[src/rtl/multicycle_controller_pkg.sv]
// Shared types and constants for the multicycle MIPS control unit:
// FSM state encoding, internal ALU op classes, opcode/funct and ALU control codes.
package mips_ctrl_pkg;

    typedef enum logic [3:0] {
        FETCH  = 4'd0,
        DECODE = 4'd1,
        MEMADR = 4'd2,
        MEMRD  = 4'd3,
        MEMWB  = 4'd4,
        MEMWR  = 4'd5,
        EXEC   = 4'd6,
        ALUWB  = 4'd7,
        BRANCH = 4'd8,
        ADDIEX = 4'd9,
        ADDIWB = 4'd10,
        JUMP   = 4'd11
    } state_t;

    typedef enum logic [1:0] {
        ALUOP_ADD   = 2'b00,
        ALUOP_SUB   = 2'b01,
        ALUOP_FUNCT = 2'b10
    } alu_op_t;

    localparam logic [5:0] OP_RTYPE = 6'b000000;
    localparam logic [5:0] OP_LW    = 6'b100011;
    localparam logic [5:0] OP_SW    = 6'b101011;
    localparam logic [5:0] OP_BEQ   = 6'b000100;
    localparam logic [5:0] OP_BNE   = 6'b000101;
    localparam logic [5:0] OP_ADDI  = 6'b001000;
    localparam logic [5:0] OP_J     = 6'b000010;

    localparam logic [5:0] FN_ADD = 6'b100000;
    localparam logic [5:0] FN_SUB = 6'b100010;
    localparam logic [5:0] FN_AND = 6'b100100;
    localparam logic [5:0] FN_OR  = 6'b100101;
    localparam logic [5:0] FN_SLT = 6'b101010;

    localparam logic [2:0] ALU_ADD = 3'b010;
    localparam logic [2:0] ALU_SUB = 3'b110;
    localparam logic [2:0] ALU_AND = 3'b000;
    localparam logic [2:0] ALU_OR  = 3'b001;
    localparam logic [2:0] ALU_SLT = 3'b111;

endpackage

[src/rtl/multicycle_controller_if.sv]
// Control bundle between the multicycle controller (master) and the datapath (slave):
// instruction fields and status in, mux selects and enables out.
interface multicycle_controller_if;

    logic [5:0] opcode;
    logic [5:0] funct;
    logic       zero;
    logic       mem_ready;

    logic       pc_en;
    logic       i_or_d;
    logic       mem_write;
    logic       ir_write;
    logic       reg_dst;
    logic       mem_to_reg;
    logic       reg_write;
    logic       alu_src_a;
    logic [1:0] alu_src_b;
    logic [1:0] pc_src;
    logic [2:0] alu_control;
    logic       instr_done;
    logic       illegal_op;

    modport master (
        input  opcode, funct, zero, mem_ready,
        output pc_en, i_or_d, mem_write, ir_write, reg_dst, mem_to_reg, reg_write,
               alu_src_a, alu_src_b, pc_src, alu_control, instr_done, illegal_op
    );

    modport slave (
        output opcode, funct, zero, mem_ready,
        input  pc_en, i_or_d, mem_write, ir_write, reg_dst, mem_to_reg, reg_write,
               alu_src_a, alu_src_b, pc_src, alu_control, instr_done, illegal_op
    );

endinterface

[src/rtl/multicycle_controller_alu_decoder.sv]
// Combinational ALU decoder: maps the controller's alu_op class plus the
// R-type funct field onto the 3-bit ALU function code.
module alu_decoder
    import mips_ctrl_pkg::*;
(
    input  alu_op_t    alu_op,
    input  logic [5:0] funct,
    output logic [2:0] alu_control
);

    always_comb begin
        alu_control = ALU_ADD;
        case (alu_op)
            ALUOP_SUB: alu_control = ALU_SUB;
            ALUOP_FUNCT: begin
                // Unrecognised funct codes fall back to add.
                case (funct)
                    FN_ADD:  alu_control = ALU_ADD;
                    FN_SUB:  alu_control = ALU_SUB;
                    FN_AND:  alu_control = ALU_AND;
                    FN_OR:   alu_control = ALU_OR;
                    FN_SLT:  alu_control = ALU_SLT;
                    default: alu_control = ALU_ADD;
                endcase
            end
            default: alu_control = ALU_ADD;
        endcase
    end

endmodule

[src/rtl/multicycle_controller.sv]
// Main control FSM of the multicycle MIPS core: sequences the shared memory port,
// ALU and datapath muxes, stretching memory states until mem_ready.
module multicycle_controller
    import mips_ctrl_pkg::*;
#(
    parameter state_t ResetState = FETCH
) (
    input  logic                    clk,
    input  logic                    rst,
    multicycle_controller_if.master ctrl
);

    state_t  state_reg;
    state_t  state_next;
    alu_op_t alu_op;

    always_ff @(posedge clk or negedge rst) begin
        if (!rst) begin
            state_reg <= ResetState;
        end else begin
            state_reg <= state_next;
        end
    end

    always_comb begin
        state_next      = FETCH;
        alu_op          = ALUOP_ADD;
        ctrl.pc_en      = 1'b0;
        ctrl.i_or_d     = 1'b0;
        ctrl.mem_write  = 1'b0;
        ctrl.ir_write   = 1'b0;
        ctrl.reg_dst    = 1'b0;
        ctrl.mem_to_reg = 1'b0;
        ctrl.reg_write  = 1'b0;
        ctrl.alu_src_a  = 1'b0;
        ctrl.alu_src_b  = 2'b00;
        ctrl.pc_src     = 2'b00;
        ctrl.instr_done = 1'b0;
        ctrl.illegal_op = 1'b0;

        case (state_reg)
            FETCH: begin
                // PC + 4 is computed every fetch cycle but only committed on mem_ready.
                ctrl.alu_src_b = 2'b01;
                if (ctrl.mem_ready) begin
                    ctrl.ir_write = 1'b1;
                    ctrl.pc_en    = 1'b1;
                    state_next    = DECODE;
                end else begin
                    state_next    = FETCH;
                end
            end
            DECODE: begin
                ctrl.alu_src_b = 2'b11;
                case (ctrl.opcode)
                    OP_RTYPE:      state_next = EXEC;
                    OP_LW, OP_SW:  state_next = MEMADR;
                    OP_BEQ, OP_BNE: state_next = BRANCH;
                    OP_ADDI:       state_next = ADDIEX;
                    OP_J:          state_next = JUMP;
                    default:       ctrl.illegal_op = 1'b1;
                endcase
            end
            MEMADR: begin
                ctrl.alu_src_a = 1'b1;
                ctrl.alu_src_b = 2'b10;
                state_next     = (ctrl.opcode == OP_LW) ? MEMRD : MEMWR;
            end
            MEMRD: begin
                ctrl.i_or_d = 1'b1;
                state_next  = ctrl.mem_ready ? MEMWB : MEMRD;
            end
            MEMWB: begin
                ctrl.mem_to_reg = 1'b1;
                ctrl.reg_write  = 1'b1;
                ctrl.instr_done = 1'b1;
            end
            MEMWR: begin
                ctrl.i_or_d    = 1'b1;
                ctrl.mem_write = 1'b1;
                if (ctrl.mem_ready) begin
                    ctrl.instr_done = 1'b1;
                end else begin
                    state_next      = MEMWR;
                end
            end
            EXEC: begin
                ctrl.alu_src_a = 1'b1;
                alu_op         = ALUOP_FUNCT;
                state_next     = ALUWB;
            end
            ALUWB: begin
                ctrl.reg_dst    = 1'b1;
                ctrl.reg_write  = 1'b1;
                ctrl.instr_done = 1'b1;
            end
            BRANCH: begin
                ctrl.alu_src_a  = 1'b1;
                alu_op          = ALUOP_SUB;
                ctrl.pc_src     = 2'b01;
                ctrl.instr_done = 1'b1;
                ctrl.pc_en      = (ctrl.opcode == OP_BNE) ? ~ctrl.zero : ctrl.zero;
            end
            ADDIEX: begin
                ctrl.alu_src_a = 1'b1;
                ctrl.alu_src_b = 2'b10;
                state_next     = ADDIWB;
            end
            ADDIWB: begin
                ctrl.reg_write  = 1'b1;
                ctrl.instr_done = 1'b1;
            end
            JUMP: begin
                ctrl.pc_src     = 2'b10;
                ctrl.pc_en      = 1'b1;
                ctrl.instr_done = 1'b1;
            end
            default: state_next = FETCH;
        endcase

        // Reset asserted: silence every output immediately, independent of the clock.
        if (!rst) begin
            alu_op          = ALUOP_ADD;
            ctrl.pc_en      = 1'b0;
            ctrl.i_or_d     = 1'b0;
            ctrl.mem_write  = 1'b0;
            ctrl.ir_write   = 1'b0;
            ctrl.reg_dst    = 1'b0;
            ctrl.mem_to_reg = 1'b0;
            ctrl.reg_write  = 1'b0;
            ctrl.alu_src_a  = 1'b0;
            ctrl.alu_src_b  = 2'b00;
            ctrl.pc_src     = 2'b00;
            ctrl.instr_done = 1'b0;
            ctrl.illegal_op = 1'b0;
        end
    end

    alu_decoder u_alu_decoder (
        .alu_op      (alu_op),
        .funct       (ctrl.funct),
        .alu_control (ctrl.alu_control)
    );

endmodule
[src/flat_wrapper.sv]
// flat-port wrapper written by rule: the top's interface ports become plain ports
module multicycle_controller_flat import mips_ctrl_pkg::*;
#(
    parameter state_t ResetState = FETCH
)
  (clk, rst, ctrl_opcode, ctrl_funct, ctrl_zero, ctrl_mem_ready, ctrl_pc_en, ctrl_i_or_d, ctrl_mem_write, ctrl_ir_write, ctrl_reg_dst, ctrl_mem_to_reg, ctrl_reg_write, ctrl_alu_src_a, ctrl_alu_src_b, ctrl_pc_src, ctrl_alu_control, ctrl_instr_done, ctrl_illegal_op);
  multicycle_controller_if ctrl_i ();
  input  logic clk;
  input  logic rst;
  input wire logic [$bits(ctrl_i.opcode)-1:0] ctrl_opcode;
  input wire logic [$bits(ctrl_i.funct)-1:0] ctrl_funct;
  input wire logic [$bits(ctrl_i.zero)-1:0] ctrl_zero;
  input wire logic [$bits(ctrl_i.mem_ready)-1:0] ctrl_mem_ready;
  output wire logic [$bits(ctrl_i.pc_en)-1:0] ctrl_pc_en;
  output wire logic [$bits(ctrl_i.i_or_d)-1:0] ctrl_i_or_d;
  output wire logic [$bits(ctrl_i.mem_write)-1:0] ctrl_mem_write;
  output wire logic [$bits(ctrl_i.ir_write)-1:0] ctrl_ir_write;
  output wire logic [$bits(ctrl_i.reg_dst)-1:0] ctrl_reg_dst;
  output wire logic [$bits(ctrl_i.mem_to_reg)-1:0] ctrl_mem_to_reg;
  output wire logic [$bits(ctrl_i.reg_write)-1:0] ctrl_reg_write;
  output wire logic [$bits(ctrl_i.alu_src_a)-1:0] ctrl_alu_src_a;
  output wire logic [$bits(ctrl_i.alu_src_b)-1:0] ctrl_alu_src_b;
  output wire logic [$bits(ctrl_i.pc_src)-1:0] ctrl_pc_src;
  output wire logic [$bits(ctrl_i.alu_control)-1:0] ctrl_alu_control;
  output wire logic [$bits(ctrl_i.instr_done)-1:0] ctrl_instr_done;
  output wire logic [$bits(ctrl_i.illegal_op)-1:0] ctrl_illegal_op;
  assign ctrl_i.opcode = ctrl_opcode;
  assign ctrl_i.funct = ctrl_funct;
  assign ctrl_i.zero = ctrl_zero;
  assign ctrl_i.mem_ready = ctrl_mem_ready;
  assign ctrl_pc_en = ctrl_i.pc_en;
  assign ctrl_i_or_d = ctrl_i.i_or_d;
  assign ctrl_mem_write = ctrl_i.mem_write;
  assign ctrl_ir_write = ctrl_i.ir_write;
  assign ctrl_reg_dst = ctrl_i.reg_dst;
  assign ctrl_mem_to_reg = ctrl_i.mem_to_reg;
  assign ctrl_reg_write = ctrl_i.reg_write;
  assign ctrl_alu_src_a = ctrl_i.alu_src_a;
  assign ctrl_alu_src_b = ctrl_i.alu_src_b;
  assign ctrl_pc_src = ctrl_i.pc_src;
  assign ctrl_alu_control = ctrl_i.alu_control;
  assign ctrl_instr_done = ctrl_i.instr_done;
  assign ctrl_illegal_op = ctrl_i.illegal_op;
  multicycle_controller #(.ResetState(ResetState)) u_core (.clk(clk), .rst(rst), .ctrl(ctrl_i));
endmodule
[config.mk]
export PLATFORM = sky130hd
export DESIGN_NAME = multicycle_controller_flat
export DESIGN_NICKNAME = d
export VERILOG_FILES = /design/src/rtl/multicycle_controller_pkg.sv /design/src/rtl/multicycle_controller_if.sv /design/src/rtl/multicycle_controller_alu_decoder.sv /design/src/rtl/multicycle_controller.sv /design/src/flat_wrapper.sv
export SDC_FILE = /design/constraint.sdc
export NUM_CORES = 1
export LEC_CHECK = 0
export BUFFER_PORTS_ARGS = -buffer_cell sky130_fd_sc_hd__buf_2
export CORE_ASPECT_RATIO = 1.4
export CORE_MARGIN = 2
export CORE_UTILIZATION = 35
export DETAILED_ROUTE_END_ITERATION = 8
export PLACE_DENSITY_LB_ADDON = 0.12
export SYNTH_ARGS = -nofsm -noshare
export SYNTH_HDL_FRONTEND = slang
export SYNTH_HIERARCHICAL = 1
export SYNTH_SLANG_ARGS = --single-unit
[constraint.sdc]
create_clock -name clk -period 2.65 [get_ports clk]
set_clock_uncertainty 0.2 [all_clocks]
set_input_delay 0 -clock clk [delete_from_list [all_inputs] [get_ports clk]]
set_output_delay 0 -clock clk [all_outputs]
set_load 0.1 [all_outputs]
; After elaboration in Yosys (flattened, before gate mapping)
; Cells that the tools add are included.
[totals]
register_bits = 4
output_inout_bits = 17
[op_classes]
reduce_logical = 10
n_eq_ne = 23
mux = 37
n_bitwise = 1
[ops]
columns = op, count
row1 = 6-bit == test (second input constant), 6
row2 = 4-bit one-hot mux with 7 select lines, 1
row3 = 1-bit 2-to-1 mux, 22
row4 = 4-bit one-hot mux with 5 select lines, 1
row5 = 4-bit by 3-bit == test with 1-bit output (second input constant), 4
row6 = 4-bit == test (second input constant), 4
row7 = 6-bit by 3-bit == test with 1-bit output (second input constant), 2
row8 = 3-bit one-hot mux with 4 select lines, 1
row9 = 3-bit 2-to-1 mux, 3
row10 = 4-bit by 2-bit == test with 1-bit output (second input constant), 2
row11 = 2-bit one-hot mux with 2 select lines, 2
row12 = 2-bit OR reduction, 4
row13 = 7-bit OR reduction, 1
row14 = 6-bit by 2-bit == test with 1-bit output (second input constant), 1
row15 = 6-bit by 4-bit == test with 1-bit output (second input constant), 1
row16 = 6-bit logical NOT, 1
row17 = 2-bit 2-to-1 mux, 3
row18 = 2-bit one-hot mux with 3 select lines, 1
row19 = 3-bit one-hot mux with 2 select lines, 1
row20 = 5-bit OR reduction, 1
row21 = 4-bit by 1-bit == test with 1-bit output (second input constant), 1
row22 = 4-bit logical NOT, 1
row23 = 4-bit OR reduction, 1
row24 = 1-bit one-hot mux with 3 select lines, 1
row25 = other kinds (5), 5

; Logic depth before layout (Yosys ltp)
[logic_depth]
depth_word = 5
ltp_mapped = 8

; By module
; Netlist, hierarchy kept.
[modules_own_cells]
columns = mod, area_per_inst_um2, n_inst, cells_per_inst, seq_area_each_um2
row1 = multicycle_controller, 694.4, 1, 97, 100.1
row2 = alu_decoder, 118.9, 1, 15, 0.0

; Worst setup path after synthesis
; No wires, ideal clock.
[synth_path]
path_type = reg2out
from = register u_core.state_reg[1]
to = output port ctrl_illegal_op
arrival_time_ns = 4.897
n_path_buf = 1
stages_incl_launch_ff = 5
slack_ns = -2.447
cell_sequence = dfrtp_1 -> buf_2 -> nor4b_2 -> o311ai_1 -> nor3b_1
[synth_between]
elab_chain_len = 3
[synth_rtl]
columns = item, line_no
row1 = from (decl), multicycle_controller.sv:13  ; state_t state_reg;
row2 = from (signal assigned), multicycle_controller.sv:19  ; state_reg <= ResetState;
row3 = from (signal assigned), multicycle_controller.sv:21  ; state_reg <= state_next;
row4 = 4-bit by 1-bit == test with 1-bit output, multicycle_controller.sv:41  ; case (state_reg)
row5 = 1-bit 2-to-1 mux, multicycle_controller.sv:41
row6 = 1-bit 2-to-1 mux, multicycle_controller.sv:122  ; if (!rst) begin
row7 = to (decl), flat_wrapper.sv:26  ; output wire logic [$bits(ctrl_i.illegal_op)-1:0] ctrl_illegal_op;
; No other way between the ends.

; Worst setup path in the final report
[layout_path]
from = input port ctrl_opcode[5]
to = register u_core.state_reg[0]
[layout_between]
elab_chain_len = 4
word_cells_on_any_way = 11
classes_between = eq/ne: 6 / mux: 2 / reduce/logical: 3
[layout_rtl]
columns = item, line_no
row1 = from (decl), flat_wrapper.sv:10  ; input wire logic [$bits(ctrl_i.opcode)-1:0] ctrl_opcode;
row2 = 6-bit by 3-bit == test with 1-bit output or 6-bit == test (tied branches), multicycle_controller.sv:55  ; case (ctrl.opcode)
row3 = 2-bit OR reduction, n/a
row4 = 4-bit one-hot mux with 5 select lines *, multicycle_controller.sv:55
row5 = 4-bit one-hot mux with 7 select lines *, multicycle_controller.sv:41
row6 = named net u_core.state_next[0], multicycle_controller.sv:14  ; state_t state_next;
; Mark *: on every way through the listed nets, which the timed path passes. The rest lies on a longest branch.

==> results.md <==
- Status: complete, no violations
- Worst skew pair latency: 0.23 ns
- Tightest Hold Check Type: in2async
- RSZ-0062 raised after global routing: false
- Cell area power density: ~360 nW/µm²
- Synth area leaders: dfrtp_1 (12%), nor3_1 (4.3%), nand4bb_1 (4.2%)
- Clock transition at the registers of the reported paths: 0.04 ns
- Max H-tree Level: 1
- Io pins: 33
- Share of layout cells above drive strength 1: 34.0%
- Average size of a mapped cell: 7.26 µm²
- DR vias: around 1000
- First-pass GRT wire length: 3.81 mm
- Final setup viols: 0
- Most common cell in the netlist: nor2_1
- Drt wl/cell: between 10 and 15 µm
- Initial DRC count: 20
- Post-synth cell types: 43
- Largest family of logic cells by synthesized area: simple AND/OR/NAND/NOR gates
- Starting Density: 37.4%
- R2R Setup Slk: 0.65 ns
- Max Slew Vio Count: 0
- Synth Area in Simple Gates: 55.1%
- GRT overflow: 0
- Die width: 44.7 µm
- R2R cell count: 5
- Period utilisation layout: 94.1%
- CP peak stage delay: between 0.5 and 0.6 ns
- Fin. Hold Viols: 0
- Number of synthesized flops with an enable pin: 0
- Antenna violations before repair: 0
- Kind of critical path: in2reg
- Top cell type's share of synthesized area: about an eighth
- Utilization after layout: 54.0%
- Resize count post-CTS: 0
- Worst r2r src: u_core/state_reg[0]$_DFF_PN0_
- TritonCTS Buffers: 3
- Non-filler instance count after layout: ~170
- DRT Pass-1 Iters: 4
- Buffer depth of the longest clock path: 2
- Detailed Place HPWL: approximately 1.8 mm
- CTS Sinks: 4
- Filler cells: 216
- # diodes: 0
- Area leader, netlist: dfrtp_1
- XOR/XNOR share of the synthesized area: roughly 2.2%
- GRT Total Usage: 18.4%
- Met1 usage: 23.9%
- Primary FF master, synth: dfrtp_1
- Std cell rows: 20
- Worst Path Arrival: 2.46 ns
- Worst Setup End Kind: flop
- Max Fclk: about 400 MHz
- Post-synthesis compound-gate area fraction: 20.3%
- Maximum vdd drop: 0.000261 V
- Chip height: 61.0 µm
- Final instance area: about 1200 µm²
- Final WL: 2.32 mm
- GRT met2 Usage: 30.6%
- IO buf count: 32
- Grt peak-use layer: met2
- Synth top cells by count: nor2_1 (8), nor3_1 (7), clkbuf_1 (6), nand2_1 (6)
- Clock Tree Root: clkbuf_4
- R2R Path End: u_core/state_reg[0]$_DFF_PN0_
- Ys Warns: 6
- Crit Path Max Fanout: 5
- Post-Syn Instances: 112
- CP most frequent cell: dlygate4sd3_1
- Vias in the first global route: around 870
- Lkg Pwr: a little under 0.5 nW
- Largest net degree at the start of global routing: 24
- Crit path launch type: primary input
- Max reg flops: 4
- Full die area: roughly 2700 µm²
- CP max stage cell: dlygate4sd3_1
- Fin crit period: roughly 2.5 ns
- Post-synthesis adder-cell area fraction: 3.08%
- M3 GR Usage: ~2.6%
- Mux cell area share after synthesis: 0%
- Placed Area: ~1100 µm²
- Required time of the worst setup path: between 2 and 3 ns
- Slew @ Worst Pin: ~0.76 ns
- Final nets: roughly 170
- Slew headroom: 49.1%
- Drt drc: 0
- GPL Wtd Cong: approximately 0.81
- Area Growth Syn to Fin: 44.5%
- Critical-path cell list: dlygate4sd3_1 > buf_2 > nor4_1 > dlygate4sd3_1 > a21oi_1 > nor4_1 > dlygate4sd3_1
- Overall power: 426 µW
- Core area: 2180 µm²
- Fin Hold WS: 0.0373 ns
- Max Cap Viol: 0
- Asr flop ratio synth: 100%
- FF+latch count, synth: 4
- CTS tree: built
- Post-synthesis cell area: approximately 810 µm²
- Seq/Total Area, Yosys: 12.3%
- Via/cell ratio: 5.91
- Cell count after placement: approximately 160
- Synthesized Nets: 130
- ANT nets after route: 0
cells in the final DEF, fill, tap and decap left out, types with 4 or more instances in the layout:
| master | count |
|---|---|
| nor2_1 | 8 |
| nor2b_1 | 5 |
| nand3b_1 | 4 |
| dfrtp_1 | 4 |
| nand2_1 | 6 |
| a21oi_1 | 4 |
| nor3_1 | 6 |
| dlygate4sd3_1 | 5 |
| or3_1 | 5 |
| buf_4 | 5 |
| buf_2 | 29 |
| inv_1 | 4 |
| nand2b_1 | 4 |
stage by stage:
step                      setup slack (ns)  TNS (ns)
final                                0.155         0
after global routing               0.00102         0
after CTS                            0.207         0
after detailed placement             0.513         0
after global placement               0.535         0
after floorplan                     -0.621     -2.64
critical path: cells and delay by family:
kind	cells	cell delay, ns
AO/OA/AOI/OAI	1	0.06
buffers and inverters	4	1.86
AND/OR/NAND/NOR	2	0.54
final cells by class:
| class | instances | area, µm² | area share (%) |
|---|---|---|---|
| clock buffers | 3 | 22.5 | 1.92 |
| inverters | 4 | 15.0 | 1.28 |
| multi-input cells | 94 | 717 | 61.0 |
| flip-flops and latches | 4 | 100 | 8.52 |
| well taps | 22 | 27.5 | 2.34 |
| repair buffers | 42 | 293 | 24.9 |
repair_timing:
item                      4_1_cts  5_1_grt
hold endpoints to repair        6        0
hold buffers                    5        0
setup buffers                   0        0
report_power, final:
part	switching [mW]	internal, mW	total (mW)
clock	0.0240	0.0506	0.0746
combinational	0.191	0.0840	0.275
sequential	0.00906	0.0670	0.0761
total	0.224	0.202	0.426
routing by layer:
metal	part of all wire, %	vias to the layer above
met5	0	-
met4	2.2	0
met3	5.9	4
met2	48	36
met1	44	454
li1	-	504
cell families after synthesis:
family	Yosys count
flops	4
fa+ha+maj	2
simple gates	67
xor+xnor	2
compound gates	23
buf+inv	14
worst max-delay path by stage:
stage | from | cells after the start | to
4_1_cts | ctrl_opcode[5] | 7 | u_core/state_reg[0]$_DFF_PN0_
5_1_grt | ctrl_opcode[5] | 7 | u_core/state_reg[0]$_DFF_PN0_
6_report | ctrl_opcode[5] | 7 | u_core/state_reg[0]$_DFF_PN0_
3_3_place_gp | u_core/state_reg[1]$_DFF_PN0_ | 6 | ctrl_alu_control[2]
2_1_floorplan | u_core/state_reg[0]$_DFF_PN0_ | 7 | ctrl_alu_control[2]
3_5_place_dp | u_core/state_reg[1]$_DFF_PN0_ | 6 | ctrl_alu_control[2]
Note: power is estimated with default switching activity, not from simulation.
